File: src/rtl/seg_scan_pkg.sv
// Shared definitions for the multiplexed 7-segment scan driver.
// Holds the segment width, the all-off code and the packed digit extractor.
package seg_scan_pkg;

  localparam int SEG_W = 7;
  localparam logic [SEG_W-1:0] SEG_BLANK = 7'h7F;

  // Widest digit count the extractor accepts; callers zero-pad up to this.
  localparam int MAX_DIGITS = 32;

  function automatic logic [SEG_W-1:0] seg_digit(
    input logic [MAX_DIGITS*SEG_W-1:0] codes,
    input logic [31:0]                 i
  );
    return codes[i*SEG_W +: SEG_W];
  endfunction

endpackage

File: src/rtl/scan_prescaler.sv
// Digit-slot prescaler: div_cnt counts 0..SCAN_DIV-1 and tick marks the last cycle of a slot.
module scan_prescaler #(
  parameter int SCAN_DIV = 1000,
  parameter int DIV_W    = $clog2(SCAN_DIV)
) (
  input  logic             clk_i,
  input  logic             rst_i,
  output logic [DIV_W-1:0] div_cnt_o,
  output logic             tick_o
);

  logic [DIV_W-1:0] div_cnt_q;
  logic [DIV_W-1:0] div_cnt_d;
  logic             tick;

  assign tick      = (div_cnt_q == DIV_W'(SCAN_DIV - 1));
  assign div_cnt_d = tick ? '0 : div_cnt_q + 1'b1;

  always_ff @(posedge clk_i) begin
    if (rst_i) begin
      div_cnt_q <= '0;
    end else begin
      div_cnt_q <= div_cnt_d;
    end
  end

  assign div_cnt_o = div_cnt_q;
  assign tick_o    = tick;

endmodule

File: src/rtl/seg_scan_driver.sv
// Time-multiplexed 7-segment driver with a double-buffered frame applied only at frame boundaries.
// Optional inter-digit blanking is enabled by defining SEG_SCAN_DEADTIME_EN.
module seg_scan_driver
  import seg_scan_pkg::*;
#(
  parameter int NUM_DIGITS  = 8,
  parameter int SCAN_DIV    = 1000,
  parameter int DEAD_CYCLES = 50
) (
  input  logic                        clk,
  input  logic                        rst,
  input  logic                        in_valid,
  output logic                        in_ready,
  input  logic [NUM_DIGITS*SEG_W-1:0] in_seg,
  input  logic [NUM_DIGITS-1:0]       in_blank,
  output logic [SEG_W-1:0]            seg,
  output logic [NUM_DIGITS-1:0]       an_n,
  output logic                        frame_done
);

  localparam int IDX_W = (NUM_DIGITS > 1) ? $clog2(NUM_DIGITS) : 1;
  localparam int DIV_W = $clog2(SCAN_DIV);

  logic [DIV_W-1:0] div_cnt;
  logic             tick;

  scan_prescaler #(
    .SCAN_DIV (SCAN_DIV),
    .DIV_W    (DIV_W)
  ) u_prescaler (
    .clk_i     (clk),
    .rst_i     (rst),
    .div_cnt_o (div_cnt),
    .tick_o    (tick)
  );

  logic [IDX_W-1:0]            idx_q, idx_d;
  logic                        last_digit;
  logic                        frame_end;
  logic                        accept;

  logic [NUM_DIGITS*SEG_W-1:0] pend_seg_q;
  logic [NUM_DIGITS-1:0]       pend_blank_q;
  logic                        pend_full_q, pend_full_d;

  logic [NUM_DIGITS*SEG_W-1:0] disp_seg_q;
  logic [NUM_DIGITS-1:0]       disp_blank_q;

  logic [SEG_W-1:0]            seg_q, seg_d;
  logic [NUM_DIGITS-1:0]       an_n_q, an_n_d;
  logic                        frame_done_q;

  assign last_digit = (idx_q == IDX_W'(NUM_DIGITS - 1));
  assign frame_end  = tick && last_digit;
  assign in_ready   = !pend_full_q && !rst;
  assign accept     = in_valid && in_ready;

  always_comb begin
    idx_d = idx_q;
    if (tick) begin
      idx_d = last_digit ? '0 : idx_q + 1'b1;
    end
  end

  // A transfer and an accept never collide: in_ready is low whenever pending holds a frame.
  always_comb begin
    pend_full_d = pend_full_q;
    if (accept) begin
      pend_full_d = 1'b1;
    end else if (frame_end) begin
      pend_full_d = 1'b0;
    end
  end

  logic dead;
`ifdef SEG_SCAN_DEADTIME_EN
  assign dead = (32'(div_cnt) < DEAD_CYCLES);
`else
  logic unused_cfg;
  assign dead       = 1'b0;
  assign unused_cfg = (^div_cnt) ^ (DEAD_CYCLES > 0);
`endif

  logic [MAX_DIGITS*SEG_W-1:0] disp_pad;
  logic [NUM_DIGITS-1:0]       onehot;

  always_comb begin
    disp_pad = '0;
    disp_pad[NUM_DIGITS*SEG_W-1:0] = disp_seg_q;
    onehot = '0;
    onehot[idx_q] = 1'b1;
    seg_d  = disp_blank_q[idx_q] ? SEG_BLANK : seg_digit(disp_pad, 32'(idx_q));
    an_n_d = ~onehot;
    if (dead) begin
      seg_d  = SEG_BLANK;
      an_n_d = '1;
    end
  end

  always_ff @(posedge clk) begin
    if (rst) begin
      idx_q        <= '0;
      pend_full_q  <= 1'b0;
      disp_seg_q   <= {NUM_DIGITS{SEG_BLANK}};
      disp_blank_q <= '1;
      seg_q        <= SEG_BLANK;
      an_n_q       <= '1;
      frame_done_q <= 1'b0;
    end else begin
      idx_q        <= idx_d;
      pend_full_q  <= pend_full_d;
      if (frame_end && pend_full_q) begin
        disp_seg_q   <= pend_seg_q;
        disp_blank_q <= pend_blank_q;
      end
      seg_q        <= seg_d;
      an_n_q       <= an_n_d;
      frame_done_q <= frame_end;
    end
  end

  // Pending payload is qualified by pend_full, so it needs no reset.
  always_ff @(posedge clk) begin
    if (accept) begin
      pend_seg_q   <= in_seg;
      pend_blank_q <= in_blank;
    end
  end

  assign seg        = seg_q;
  assign an_n       = an_n_q;
  assign frame_done = frame_done_q;

endmodule
File: config.mk
export PLATFORM = sky130hd
export DESIGN_NAME = seg_scan_driver
export DESIGN_NICKNAME = d
export VERILOG_FILES = /design/src/rtl/seg_scan_pkg.sv /design/src/rtl/scan_prescaler.sv /design/src/rtl/seg_scan_driver.sv
export SDC_FILE = /design/constraint.sdc
export NUM_CORES = 1
export LEC_CHECK = 0
export CAP_MARGIN = 0
export CORE_MARGIN = 1
export CORE_UTILIZATION = 55
export CTS_CLUSTER_DIAMETER = 40
export DETAILED_ROUTE_END_ITERATION = 6
export PLACE_DENSITY = 0.79
export REMOVE_ABC_BUFFERS = 1
export SLEW_MARGIN = 10
export SYNTH_ARGS = -nofsm -noshare
export SYNTH_HDL_FRONTEND = slang
export SYNTH_SLANG_ARGS = --single-unit
File: constraint.sdc
create_clock -name clk -period 5.9 [get_ports clk]
set_input_delay 1.18 -clock clk [delete_from_list [all_inputs] [get_ports clk]]
set_output_delay 1.18 -clock clk [all_outputs]
set_load 0.01 [all_outputs]
==> reports/results.ini <==
[status]
status = finished, final reports clean

[drt]
ant_nets = 0
avgViaCountPerCell = 6.29
drt_first_iter_violations = 510
first_pass_iters = 5
wire_per_inst_um = 18.3
num_vias = 5110
wirelength_um = 14900
drcViolationCount = 0

[clocking]
ctsHtreeMaxLevel = 4
ctsHoldBuffers = 0
cts_tree = done
clk_path_buf_depth = 2
cts_root_buf = clkbuf_16
clock-sinks = 158
clk_latency_ps = 430
post_cts_buffers = 0
clk_pin_slew_worst_paths_ps = 60
cts_made_buffers = 17
cts_resized = 0

[placement]
io_buffers = 83
place_inst = 781
post-place-ws_ps = 2230
place_congestion = 0.795
dp_hpwl_um = 8240

[critical_path]
cpPeakStageDelay_ps = 560
worstPathMaxFanout = 8
worstSetupEndpointType = output pin
slowest_stage = clkdlybuf4s50_1
critPathArrivalTime_ps = 2490
path_buf_inv = 2
rrSetupSlack_ps = 2250
cpMostUsedCell = clkdlybuf4s50_1
required_ps = 4720
critPathLaunchType = input pin
cp_top_family = buffers and inverters
critical_path_class = input pin to output pin
worstPathCellList = clkdlybuf4s50_1, nor2_1, clkdlybuf4s50_1

[global_routing]
grt_pass1_wl_um = 24100
overflow = 0
grt_use_total_pct = 23.8
grt_max_degree = 102
first_global_vias = 4881
antenna_found_initial = 0

[sta]
relSlewSlack_pct = 26.4
finalCriticalPeriod_ps = 3670
clock.fmax_mhz = 273
fin_worst_skew_ps = 9.13
worst_pin_slew_ps = 1100
setup_viol_count_final = 0
hold_violations = 0
fin_ws_ps = 2230
fin_crit_sh_pct = 62.2
finalSetupTns_ps = 0
grt_setup_unrepaired = false
drv_slew = 0

[power]
vdd_drop_max_mv = 0.207
fin_total_pwr_mw = 2.34
leakagePower_nw = 2.70
power_density_nw_per_um2 = 277

[floorplan]
io_pins = 84
coreArea_sq_um = 12600
start_util_pct = 56.2
die_area_sq_um = 13300
num_rows = 41
die_w_um = 115
die_h_um = 115

[synthesis]
ys_seq_area_share_pct = 53.8
synth.largest_area_cell = edfxtp_1
synth.most_common_cell = nand3_1
async_reset_ff_share_pct = 0
synthDominantCellAreaShare_pct = 27.2
synth_warnings = 0
mappedNetlistArea_sq_um = 7070
synth_common_cells = nand3_1, dfxtp_1, or4_1
netlist_instances = 596
syn_avg_cell_area_sq_um = 11.9
yosysUniqueCellTypes = 33
synth_ff_type = dfxtp_1
synth-seq-cells = 158
synth.top_cells.by_area = edfxtp_1, dfxtp_1, nand3_1, o41ai_2, or4_1
synth_enable_flop_cells = 64

[layout]
syn_to_final_growth_pct = 19.5
drive_above_1_share_pct = 15.9
finalNonFillerCells = 813
antenna_cells = 0
layout.nets = 698

[run]
cap_violations = 0

[worst_hold_path]
min_path_type = flip-flop to flip-flop

[stage by stage]
stage	hold slack [ps]	util (%)	cell area, sq um
floorplan	430	-	6730
global placement	443	62.5	7860
detailed placement	463	62.5	7860
CTS	474	67.2	8450
global route	490	67.2	8450
finish	469	67.2	8450
[routing by layer]
layer  vias to the layer above  wire [um]  global-route usage, %
li1                       2444          -                      -
met1                      2477       6350                   31.1
met2                       169       7450                   37.6
met3                        20        870                   6.27
met4                         0        215                   9.44
met5                         -          0                      0
[cells in the final DEF, fill, tap and decap left out, types with 3 or more instances in the layout]
| cell | netlist | routed |
|---|---|---|
| a21oi_1 | 8 | 8 |
| clkbuf_16 | 0 | 20 |
| o41ai_1 | 24 | 24 |
| edfxtp_1 | 64 | 64 |
| nand4_1 | 3 | 3 |
| nor2_1 | 9 | 9 |
| nor2b_1 | 3 | 3 |
| clkbuf_8 | 0 | 3 |
| mux4_2 | 15 | 15 |
| clkdlybuf4s50_1 | 0 | 83 |
| nand2_1 | 11 | 11 |
| mux2i_1 | 11 | 11 |
| nand3_1 | 139 | 139 |
| buf_4 | 0 | 8 |
| clkbuf_1 | 51 | 3 |
| or4_1 | 67 | 67 |
| dfxtp_1 | 94 | 92 |
| o41ai_2 | 40 | 40 |
| o31ai_1 | 6 | 6 |
[logic make-up after synthesis]
| family | share of synthesized area, % |
|---|---|
| muxes | 6.34 |
| buffers and inverters | 4.97 |
| and+or+nand+nor | 20.0 |
| DFF | 53.8 |
| adders and majority gates | 0.531 |
| xor gates and xnor gates | 0.372 |
| AOI/OAI and AO/OA | 13.9 |
[final cells by class]
cell class | count | area, sq um
sequential | 158 | 3810
fill | 914 | 4120
timing repair buffer | 91 | 891
inverter | 3 | 11.3
tap | 172 | 215
multi-input combinational | 357 | 2930
clock buffer | 26 | 553
clock inverter | 6 | 40.0
[path summary, 6_finish.rpt]
check	startpoint	to	depth (start not counted)
worst max-delay path	rst	in_ready	3
worst min-delay path	u_prescaler.div_cnt_o[0]	u_prescaler.div_cnt_o[0]	1
worst max register to register	idx_q[1]	disp_seg_q[29]	6
worst min register to register	u_prescaler.div_cnt_o[0]	u_prescaler.div_cnt_o[0]	1
[power breakdown]
| group | internal (mW) | switching, mW | total (mW) | leakage [nW] |
|---|---|---|---|---|
| logic | 0.0466 | 0.0467 | 0.0933 | 1.04 |
| registers | 1.16 | 0.00941 | 1.17 | 1.36 |
| clock network | 0.649 | 0.428 | 1.08 | 0.297 |
[state kept, by name, summed over array words and instances, names as in the netlist]
register and count:
an_n 8, disp_blank_q 8, disp_seg_q 56, frame_done 1
idx_q 3, pend_blank_q 8, pend_full_q 1, pend_seg_q 56
seg 7, u_prescaler.div_cnt_o 10
[worst register-to-register path, cell delays in order (launching register included)]
cell	delay [ps]
dfxtp_1	990
ha_1	310
ha_2	170
buf_4	530
nand2_4	700
o41ai_1	630
nand3_1	170
(Power assumes the default switching activity.)
